<file path="src/rtl/adc_share_arbiter.sv">
// rtl/adc_share_arbiter.sv - round-robin sharing of one 12-bit serial ADC (optional ADC_AVG_EN: 4-frame averaging)
module adc_share_arbiter #(
  parameter int NUM_REQ = 4,
  parameter int CLK_DIV = 20,
  parameter int GAP_CYC = 2,
  parameter int ID_W    = 2
) (
  input  logic               clk,
  input  logic               rst,
  input  logic [NUM_REQ-1:0] req,
  output logic [NUM_REQ-1:0] grant,
  input  logic               SDO,
  output logic               SCK,
  output logic               CS,
  output logic [11:0]        sample,
  output logic [ID_W-1:0]    sample_id,
  output logic               sample_valid,
  output logic               busy
);

  localparam int CW = $clog2(CLK_DIV);
  localparam int GW = $clog2(GAP_CYC + 2);

  typedef enum logic [1:0] {IDLE, SHIFT, GAP} state_t;

  state_t          state;
  logic [CW-1:0]   div_cnt;
  logic            rise;
  logic [ID_W-1:0] ptr;
  logic [ID_W-1:0] cur_id;
  logic [ID_W-1:0] winner;
  logic [3:0]      k;
  logic [11:0]     shreg;
  logic [GW-1:0]   gap_cnt;

`ifdef ADC_AVG_EN
  logic [13:0]     acc;
  logic [13:0]     acc_sum;
  logic [2:0]      frame;
  assign acc_sum = acc + {2'b00, shreg};
`endif

  // Every FSM action is aligned to the SCK rising edge.
  assign rise = (div_cnt == '0);

  // First requester at or after the pointer, searching upward with wrap.
  function automatic logic [ID_W-1:0] rr_pick(input logic [NUM_REQ-1:0] r,
                                              input logic [ID_W-1:0] p);
    logic [ID_W-1:0] w;
    logic            f;
    int              idx;
    w = '0;
    f = 1'b0;
    for (int i = 0; i < NUM_REQ; i++) begin
      idx = (int'(p) + i) % NUM_REQ;
      if (!f && r[idx]) begin
        w = ID_W'(idx);
        f = 1'b1;
      end
    end
    return w;
  endfunction

  assign winner = rr_pick(req, ptr);

  // Free-running SCK divider: high from count 0, low from count CLK_DIV/2.
  always_ff @(posedge clk) begin
    if (!rst) begin
      div_cnt <= '0;
      SCK     <= 1'b0;
    end else begin
      if (div_cnt == CW'(CLK_DIV - 1)) div_cnt <= '0;
      else                              div_cnt <= div_cnt + 1'b1;
      if (rise)                              SCK <= 1'b1;
      else if (div_cnt == CW'(CLK_DIV / 2))  SCK <= 1'b0;
    end
  end

  // Arbitration, CS framing, SDO capture and result delivery.
  always_ff @(posedge clk) begin
    if (!rst) begin
      state        <= IDLE;
      ptr          <= '0;
      cur_id       <= '0;
      grant        <= '0;
      CS           <= 1'b1;
      k            <= '0;
      shreg        <= '0;
      gap_cnt      <= '0;
      sample       <= '0;
      sample_id    <= '0;
      sample_valid <= 1'b0;
      busy         <= 1'b0;
`ifdef ADC_AVG_EN
      acc          <= '0;
      frame        <= '0;
`endif
    end else begin
      sample_valid <= 1'b0;
      if (rise) begin
        case (state)
          IDLE: begin
            if (|req) begin
              grant  <= NUM_REQ'(1) << winner;
              cur_id <= winner;
              CS     <= 1'b0;
              k      <= '0;
              state  <= SHIFT;
              busy   <= 1'b1;
              ptr    <= (winner == ID_W'(NUM_REQ - 1)) ? '0 : winner + 1'b1;
`ifdef ADC_AVG_EN
              acc    <= '0;
              frame  <= '0;
`endif
            end
          end
          SHIFT: begin
            k <= k + 1'b1;
            // Ticks 2..13 carry the 12 data bits, MSB first.
            if (k >= 4'd1 && k <= 4'd12) shreg <= {shreg[10:0], SDO};
            if (k == 4'd13) begin
              CS      <= 1'b1;
              state   <= GAP;
              gap_cnt <= '0;
`ifdef ADC_AVG_EN
              acc   <= acc_sum;
              frame <= frame + 1'b1;
              if (frame == 3'd3) begin
                grant        <= '0;
                sample       <= acc_sum[13:2];
                sample_id    <= cur_id;
                sample_valid <= 1'b1;
              end
`else
              grant        <= '0;
              sample       <= shreg;
              sample_id    <= cur_id;
              sample_valid <= 1'b1;
`endif
            end
          end
          GAP: begin
            gap_cnt <= gap_cnt + 1'b1;
`ifdef ADC_AVG_EN
            // Between averaged frames, one extra tick replaces the IDLE arbitration tick.
            if (frame != 3'd4) begin
              if (gap_cnt == GW'(GAP_CYC)) begin
                CS    <= 1'b0;
                k     <= '0;
                state <= SHIFT;
              end
            end else if (gap_cnt == GW'(GAP_CYC - 1)) begin
              state <= IDLE;
              busy  <= 1'b0;
            end
`else
            if (gap_cnt == GW'(GAP_CYC - 1)) begin
              state <= IDLE;
              busy  <= 1'b0;
            end
`endif
          end
          default: begin
            state <= IDLE;
            busy  <= 1'b0;
          end
        endcase
      end
    end
  end

endmodule

</file>
<file path="config.mk">
export PLATFORM = sky130hd
export DESIGN_NAME = adc_share_arbiter
export DESIGN_NICKNAME = d
export VERILOG_FILES = /design/src/rtl/adc_share_arbiter.sv
export SDC_FILE = /design/constraint.sdc
export NUM_CORES = 1
export LEC_CHECK = 0
export CORE_ASPECT_RATIO = 1.2
export CORE_MARGIN = 2
export CORE_UTILIZATION = 54
export CTS_BUF_LIST = sky130_fd_sc_hd__clkbuf_8
export CTS_CLUSTER_SIZE = 14
export DETAILED_ROUTE_END_ITERATION = 10
export PLACE_DENSITY = 0.78
export SKIP_CTS_REPAIR_TIMING = 1
export SYNTH_ARGS = -nofsm -noshare
export SYNTH_HDL_FRONTEND = slang
export SYNTH_SLANG_ARGS = --single-unit
</file>
<file path="constraint.sdc">
create_clock -name clk -period 2.5 [get_ports clk]
set_clock_uncertainty 0.15 [all_clocks]
set_input_delay 0.5 -clock clk [delete_from_list [all_inputs] [get_ports clk]]
set_output_delay 0.5 -clock clk [all_outputs]
set_load 0.01 [all_outputs]
</file>
### Word-level counts from Yosys, hierarchy flattened

Index checks and enable logic that the tools add are counted.

| word-level totals | value |
|---|---|
| bits in registers | 51 |
| output and inout port bits | 22 |
| word-level logic and storage cells | 108 |

| cells by class | value |
|---|---|
| add/sub/neg operators | 7 |
| order comparisons | 6 |
| equal/unequal tests | 10 |
| shift-type cells | 1 |
| multiplexer cells | 39 |
| bitwise gates (word level) | 5 |
| reduce and logical (&&, ||, !) cells | 26 |

Operator list:

| operator | number |
|---|---|
| $mux 2 | 9 |
| $reduce_and 3->1 | 6 |
| $mux 1 | 17 |
| $pmux 4 s2 | 2 |
| $lt 3x4->1 const B | 3 |
| $mux 4 | 3 |
| $reduce_and 4->1 | 3 |
| $bmux 1 s2 | 4 |
| $reduce_or 2->1 | 4 |
| $add 2x1->2 const B | 3 |
| $ne 2x2->1 const B | 3 |
| $pmux 2 s3 | 1 |
| $reduce_bool 2->1 | 3 |
| $add 5x1->5 const B | 1 |
| $eq 5x4->1 const B | 1 |
| $eq 5x5->1 const B | 1 |
| $logic_not 5->1 | 1 |
| $add 2x2->2 const B | 2 |
| $add 4x1->4 const B | 1 |
| $eq 2x1->1 const B | 2 |
| $eq 2x2->1 const B | 2 |
| $eq 4x4->1 const B | 1 |
| $ge 4x1->1 const B | 1 |
| $le 4x4->1 const B | 1 |
| 11 further kinds | 19 |

### Depth between registers and ports, before layout

Gate-level depths: netlist of the first run.

| logic depth | value |
|---|---|
| depth after elaboration | 17 |
| mapped depth | 7 |
| gate-level depth less buffers | 7 |

### Least setup slack after synthesis of the first run

Ideal clock, no wire load.

| path | value |
|---|---|
| path type | register to register |
| start point | register k[1] |
| end point | register shreg[2] |
| data arrival time | 1677 ps |
| data required time | 2278 ps |
| setup slack | 601 ps |
| cell stages (with the launch flop) | 7 |
| path buffers | 1 |
| period minus slack after synthesis | 1899 ps |
| path through | dfxtp_1 -> inv_1 -> ha_1 -> or4b_2 -> o211ai_2 -> buf_6 -> mux2i_1 |

| on the way | value |
|---|---|
| word-level cells in the longest chain between the ends | 3 |
| elaborated cells on any way between the ends | 4 |
| those cells by class | order compare: 2; reduce/logical: 2 |

Ends and longest elaborated chain:

| element | RTL line | RTL |
|---|---|---|
| start, declared | 32 | `logic [3:0] k;` |
| start signal, assigned | 118 | `k <= k + 1'b1;` |
| $ge 4x1->1 or $le 4x4->1 (tied branches) | 120 | `if (k >= 4'd1 && k <= 4'd12) shreg <= {shreg[10:0], SDO};` |
| $logic_and 1x1->1 * | 120 |  |
| $reduce_and 3->1 (no line) * | - |  |
| end signal, assigned | 120 |  |
| end, declared | 33 | `logic [11:0] shreg;` |

Mark *: on every way between the ends. The rest lies on a longest branch, timed or not.
A chain may end at the register's enable or synchronous reset.

### Final worst setup path of the first run

| path | value |
|---|---|
| start point | input port req[1] |
| end point | register k[1] |

| on the way | value |
|---|---|
| word-level cells in the longest chain between the ends | 3 |

Ends and longest elaborated chain:

| element | RTL line | RTL |
|---|---|---|
| start, declared | 10 | `input logic [NUM_REQ-1:0] req,` |
| $reduce_or 4->1 | 103 | `if (\|req) begin` |
| $ne 2x2->1 (no line) | - |  |
| $reduce_and 3->1 (no line) | - |  |

Every way passes these cells.

==> flow_summary_export.csv, run 1 <==
group,metric,value,unit
die,die_height,74.7,µm
power_and_ir_drop,peakVddDrop,0.376,mV
finish,synth_to_layout_area_growth,20.2,%
global_routing,maximum_number_of_pins_on_one_net_before_global_route_repair,49,
logic_synthesis,netlist_area,2250,µm²
sta,timing.fmax,461,MHz
sta,timing.final.ws_setup,0.333,ns
logic_synthesis,yosys_register_bits,51,
global_routing,number_of_antenna_violations_at_the_first_check_in_global_routing,0,
outcome,run_status,"finished, final reports clean",
sta,slew_viol_final,0,
logic_synthesis,ys.flop_type,"sky130_fd_sc_hd__dfxtp_1",
placed_design,numPortBuffers,28,
clock_network,clock_path_buffers,2,
drt,wirelength_met1,1910,µm
finish,finish.net_count,306,
logic_synthesis,asyncSetResetFlopFracSynth,0,%
global_routing,grt_pass1_vias,1618,
clock_network,cts_htree_levels,2,
logic_synthesis,synth_edf_count,0,
die,dieWidth,62.9,µm
drt,antenna_violating_nets_post_route,0,
global_routing,total_routing_usage_reported_by_global_routing,19.1,%
die,fp-row-count,25,
logic_synthesis,ys_warn_count,0,
drt,dr_wl_met2,2040,µm
power_and_ir_drop,leakagePower,1.08,nW
power_and_ir_drop,total_power_density_per_cell_area,590,nW/µm²
drt,detail_route.first_pass.iterations,4,
die,floorplan.initialDensity,56.6,%
clock_network,numCtsBuffers,5,
drt,vias,1811,
sta,final_hold_viol_count,0,
worst_setup_path,endpoint_kind,"register",
finish,final_common_cell,"sky130_fd_sc_hd__dfxtp_1",
power_and_ir_drop,fin_total_pwr,1.60,mW
sta,rsz0062_at_grt,"no",
sta,final-setup-viol-count,0,
logic_synthesis,postSynthCellCount,258,
worst_setup_path,critical_path.startpoint_type,"primary input",
worst_setup_path,timing.critical_path.fanout_max,4,
placed_design,detailedPlacementHpwl,2920,µm
finish,n_fill_cell,345,
clock_network,clock_tree_from_tritoncts,"done",
die,floorplan.die_area,4700,µm²
finish,most-common-layout-cells,"sky130_fd_sc_hd__dfxtp_1 (51), sky130_fd_sc_hd__nand2_1 (47), sky130_fd_sc_hd__clkdlybuf4s50_1 (27), sky130_fd_sc_hd__o21ai_0 (21), sky130_fd_sc_hd__nand3_1 (19)",
logic_synthesis,net_count_synth,276,
worst_setup_path,critPathKind,"in -> reg",
sta,timing_worst_slew_pin_value,0.831,ns
run,cap_viol_max_count,0,
clock_network,cts.reportedPaths.clkPinSlew,0.09,ns
logic_synthesis,syn-mean-instance-area,8.72,µm²
logic_synthesis,synth.yosys.seq_area_share,45.4,%
sta,fin_setup_tns,0,ns
global_routing,first_pass_grt_wire_length,7060,µm
logic_synthesis,synth.distinct_cells,42,
placed_design,globalplace.congestion,0.802,
clock_network,clk_latency,0.30,ns
drt,highest_signal_layer,"met4",
placed_design,detailedPlace.worstSlack,0.0227,ns
sta,slew-limit-headroom,44.5,%
sta,post-route-min-period,2.17,ns
sta,hold_slack,0.309,ns
sta,timing.final.crit_share,86.7,%
clock_network,cts-root-buf,"sky130_fd_sc_hd__clkbuf_8",
drt,wirelength,4170,µm
drt,viasPerCell,5.28,
hold_path,timing.hold.worst_path_depth,2,
clock_network,cts.sink_count,51,
drt,routed-wl-met3,152,µm
worst_setup_path,cp.arrival,2.26,ns
finish,post_route_cells_drive_above_1_share,8.65,%
finish,antenna-diode-count,0,
drt,drtIter0Drc,122,
worst_setup_path,cp_data_required_time,2.59,ns
worst_setup_path,worst_r2r_path_depth,6,
drt,post-route-drc-count,0,
die,io_pins,29,
hold_path,worstHoldPathType,"reg -> reg",
drt,drt-wirelength-per-cell,12.2,µm
global_routing,overflow_after_grt,0,
die,core,3970,µm²
## logic make-up (layout without fill, tap and decap cells)
| kind of cell | count (synthesis) | after routing | share of synthesized area [%] |
|---|---|---|---|
| compound gates | 48 | 48 | 13.2 |
| xor+xnor | 1 | 1 | 0.389 |
| fa+ha+maj | 11 | 11 | 6.12 |
| buf+inv | 24 | 55 | 4.50 |
| flops | 51 | 51 | 45.4 |
| mux | 16 | 16 | 7.12 |
| simple gates | 107 | 107 | 23.3 |
## routing by layer
layer / track usage, % / vias to the layer above
li1: - / 946
met1: 22.7 / 825
met2: 33.9 / 34
met3: 4.04 / 6
met4: 8.15 / 0
met5: 0 / -
## sequential cells by signal, summed over array words and instances, names as in the netlist, 4 cells and up
register  cells
sample       12
shreg        12
div_cnt       5
grant         4
k             4
## synth_stat cells, types with 5 or more instances
library cell	instances	area, µm²
sky130_fd_sc_hd__o21ai_0	21	105
sky130_fd_sc_hd__a21oi_1	9	45.0
sky130_fd_sc_hd__dfxtp_1	51	1020
sky130_fd_sc_hd__nand2b_1	6	37.5
sky130_fd_sc_hd__mux2i_1	16	160
sky130_fd_sc_hd__ha_1	11	138
sky130_fd_sc_hd__nor2_1	14	52.6
sky130_fd_sc_hd__inv_1	11	41.3
sky130_fd_sc_hd__clkbuf_1	8	30.0
sky130_fd_sc_hd__nand3_1	19	95.1
sky130_fd_sc_hd__nand2_1	47	176
sky130_fd_sc_hd__nor2b_1	5	31.3
## through the flow
step           utilization [%]  area, µm²  instances
6_report                  68.1       2700        343
5_1_grt                   68.1       2700        343
4_1_cts                   68.1       2700        343
3_5_place_dp              65.6       2610        335
3_3_place_gp              65.6       2610        335
2_1_floorplan                -       2250        258
## critical path: stages
cell	delay [ns]
sky130_fd_sc_hd__clkdlybuf4s50_1	0.46
sky130_fd_sc_hd__or4_1	0.57
sky130_fd_sc_hd__buf_4	0.17
sky130_fd_sc_hd__o211ai_1	0.30
sky130_fd_sc_hd__a22oi_1	0.15
sky130_fd_sc_hd__nor2_1	0.11
## layout make-up
| type | instances | area (µm²) | area share [%] |
|---|---|---|---|
| Inverter | 11 | 41.3 | 1.53 |
| Tap cell | 54 | 67.6 | 2.50 |
| Clock inverter | 2 | 16.3 | 0.602 |
| Sequential cell | 51 | 1020 | 37.8 |
| Timing Repair Buffer | 36 | 348 | 12.9 |
| Clock buffer | 6 | 82.6 | 3.05 |
| Multi-Input combinational cell | 183 | 1130 | 41.7 |
## path summary, 6_finish.rpt
kind / start / slack [ns] / end
setup / recovery: req[1] / 0.33 / k[1]$_SDFFE_PN0P_
hold / removal: sample[3]$_SDFFE_PN0P_ / 0.31 / sample[3]$_SDFFE_PN0P_
setup reg to reg: div_cnt[0]$_SDFF_PP0_ / 0.35 / shreg[5]$_SDFFE_PN0P_
hold reg to reg: sample[3]$_SDFFE_PN0P_ / 0.31 / sample[3]$_SDFFE_PN0P_
## where the power goes
group	internal (mW)	switching (mW)	leakage (nW)
clock	0.226	0.271	0.0474
sequential	0.840	0.0244	0.413
combinational	0.110	0.125	0.623
total	1.18	0.420	1.08
(Power assumes the default switching activity.)
==> run 2: changes to the inputs <==
--- a/config.mk
+++ b/config.mk
@@ -12,6 +12,8 @@
 export CTS_CLUSTER_SIZE = 14
 export DETAILED_ROUTE_END_ITERATION = 10
 export PLACE_DENSITY = 0.78
+export RECOVER_POWER = 100
+export REMOVE_ABC_BUFFERS = 1
 export SKIP_CTS_REPAIR_TIMING = 1
 export SYNTH_ARGS = -nofsm -noshare
 export SYNTH_HDL_FRONTEND = slang
==> run 2 against run 1 <==
  * Combinational power shrank 7%
  * Clock-buffer cell count shrank 1
  * Worst hold slack lost 0.0027 ns
  * Utilization shrank 1.2 points
  * Fmax shrank 5.5%
  * Final cell count shrank 0.29%
  * Highest routed layer unchanged
==> flow_summary_export.csv, run 2 (synthesis gave the netlist of run 1 again) <==
group,metric,value,unit
clock_network,cts-root-buf,"sky130_fd_sc_hd__clkbuf_8",
drt,antenna_violating_nets_post_route,0,
finish,finish.net_count,305,
global_routing,overflow_after_grt,0,
worst_setup_path,critical_path.cell_chain,"dlygate4sd3_1, or4_1, nor2b_1, o21ai_2, mux2i_1",
clock_network,cts_htree_levels,2,
finish,synth_to_layout_area_growth,18.0,%
sta,timing.final.crit_share,91.7,%
drt,drt-wirelength-per-cell,11.8,µm
clock_network,cts.reportedPaths.clkPinSlew,0.09,ns
power_and_ir_drop,power.share.switching,27.1,%
finish,post_route_cells_drive_above_1_share,6.60,%
placed_design,globalplace.congestion,0.795,
worst_setup_path,cpMaxStageDelayCell,"sky130_fd_sc_hd__or4_1",
global_routing,grt_pass1_vias,1591,
worst_setup_path,cp.arrival,2.38,ns
clock_network,clk_latency,0.31,ns
clock_network,clock_tree_from_tritoncts,"done",
die,io_pins,29,
sta,hold_slack,0.306,ns
die,fp-row-count,25,
power_and_ir_drop,power.share.sequential,55.6,%
sta,slew-limit-headroom,45.5,%
global_routing,number_of_antenna_violations_at_the_first_check_in_global_routing,0,
worst_setup_path,slowest_delay,0.60,ns
finish,layout_top_registers,"sample x12, shreg x12, div_cnt x5",
worst_setup_path,cp_data_required_time,2.59,ns
die,floorplan.initialDensity,56.6,%
worst_setup_path,critical_path.startpoint_type,"primary input",
worst_setup_path,critPathKind,"in -> reg",
die,die_height,74.7,µm
finish,antenna-diode-count,0,
clock_network,cts.sink_count,51,
power_and_ir_drop,leakagePower,1.12,nW
power_and_ir_drop,power_frac_comb,14.1,%
power_and_ir_drop,total_power_density_per_cell_area,585,nW/µm²
finish,final_common_cell,"sky130_fd_sc_hd__dfxtp_1",
global_routing,maximum_number_of_pins_on_one_net_before_global_route_repair,40,
sta,final-setup-viol-count,0,
sta,timing_worst_slew_pin_value,0.816,ns
sta,fin_setup_tns,0,ns
worst_setup_path,worstPathBufferInverterCount,1,
clock_network,clock_path_buffers,2,
drt,detail_route.first_pass.iterations,4,
worst_setup_path,cpLargestDelayFamily,"simple AND/OR/NAND/NOR gates",
sta,post-route-min-period,2.29,ns
global_routing,first_pass_grt_wire_length,6820,µm
sta,slew_viol_final,0,
drt,drtIter0Drc,81,
finish,most-common-layout-cells,"sky130_fd_sc_hd__dfxtp_1 (51), sky130_fd_sc_hd__nand2_1 (47), sky130_fd_sc_hd__dlygate4sd3_1 (23), sky130_fd_sc_hd__o21ai_0 (21), sky130_fd_sc_hd__nand3_1 (19)",
sta,final_hold_viol_count,0,
global_routing,total_routing_usage_reported_by_global_routing,18.6,%
worst_setup_path,timing.critical_path.fanout_max,5,
placed_design,detailedPlacementHpwl,2950,µm
sta,timing.fmax,436,MHz
outcome,run_status,"finished, final reports clean",
power_and_ir_drop,total_switching_power,0.421,mW
run,cap_viol_max_count,0,
die,dieWidth,62.9,µm
sta,rsz0062_at_grt,"no",
drt,wirelength,4040,µm
power_and_ir_drop,internal_power,1.13,mW
worst_setup_path,endpoint_kind,"register",
clock_network,numCtsBuffers,5,
die,floorplan.die_area,4700,µm²
drt,vias,1803,
hold_path,worstHoldPathType,"reg -> reg",
power_and_ir_drop,peakVddDrop,0.325,mV
drt,viasPerCell,5.27,
finish,utilization,66.8,%
power_and_ir_drop,clock_power_share,30.3,%
finish,n_fill_cell,348,
die,core,3970,µm²
placed_design,numPortBuffers,28,
drt,post-route-drc-count,0,
==> run 2: final timing paths <==
kind,to,startpoint,slack (ns),cells after the start
max,grant[1]$_SDFFE_PN0P_,req[1],0.21,5
min reg2reg,sample[4]$_SDFFE_PN0P_,sample[4]$_SDFFE_PN0P_,0.31,2
min,sample[4]$_SDFFE_PN0P_,sample[4]$_SDFFE_PN0P_,0.31,2
max reg2reg,shreg[9]$_SDFFE_PN0P_,div_cnt[0]$_SDFF_PP0_,0.28,6
==> run 2: area by class of cell <==
cell class,count,area [µm²],area share (%)
timing repair buffer,35,319,12.0
inverter,11,41.3,1.56
multi-input combinational,183,1120,42.1
clock inverter,3,20.0,0.754
tap,54,67.6,2.54
sequential,51,1020,38.5
clock buffer,5,68.8,2.59
==> run 2: power by group through the flow <==
| stage | clock, mW | combinational, mW | sequential (mW) |
|---|---|---|---|
| after floorplan | 0 | 0.133 | 0.885 |
| after global placement | 0 | 0.228 | 0.882 |
| after detailed placement | 0 | 0.233 | 0.883 |
| after CTS | 0.487 | 0.234 | 0.864 |
| after global routing | 0.512 | 0.248 | 0.869 |
| final | 0.470 | 0.219 | 0.864 |
==> run 2: worst reg2reg max path, cell delays in order (launching register included) <==
cell and delay, ns:
sky130_fd_sc_hd__dfxtp_1 0.34, sky130_fd_sc_hd__inv_1 0.09, sky130_fd_sc_hd__ha_1 0.19, sky130_fd_sc_hd__or4b_1 0.57, sky130_fd_sc_hd__nor2_4 0.17, sky130_fd_sc_hd__o211ai_2 0.35
sky130_fd_sc_hd__mux2i_1 0.23
==> run 2: metal layers <==
layer  GRT usage [%]  share of wire (%)  up-vias
met5               0                  0        -
met4            10.1                2.0        0
met3            4.04                2.7        6
met2            34.3                 50       21
met1            20.2                 45      828
li1                -                  -      948
==> run 2: per-stage QoR <==
step                total power [mW]  worst slack [ns]  std cells  instance area, µm²
finish                          1.55             0.207        342                2660
global route                    1.63             0.106        342                2660
CTS                             1.58             0.328        342                2670
detailed placement              1.12           0.00449        334                2580
global placement                1.11            0.0785        334                2580
floorplan                       1.02             0.398        245                2190
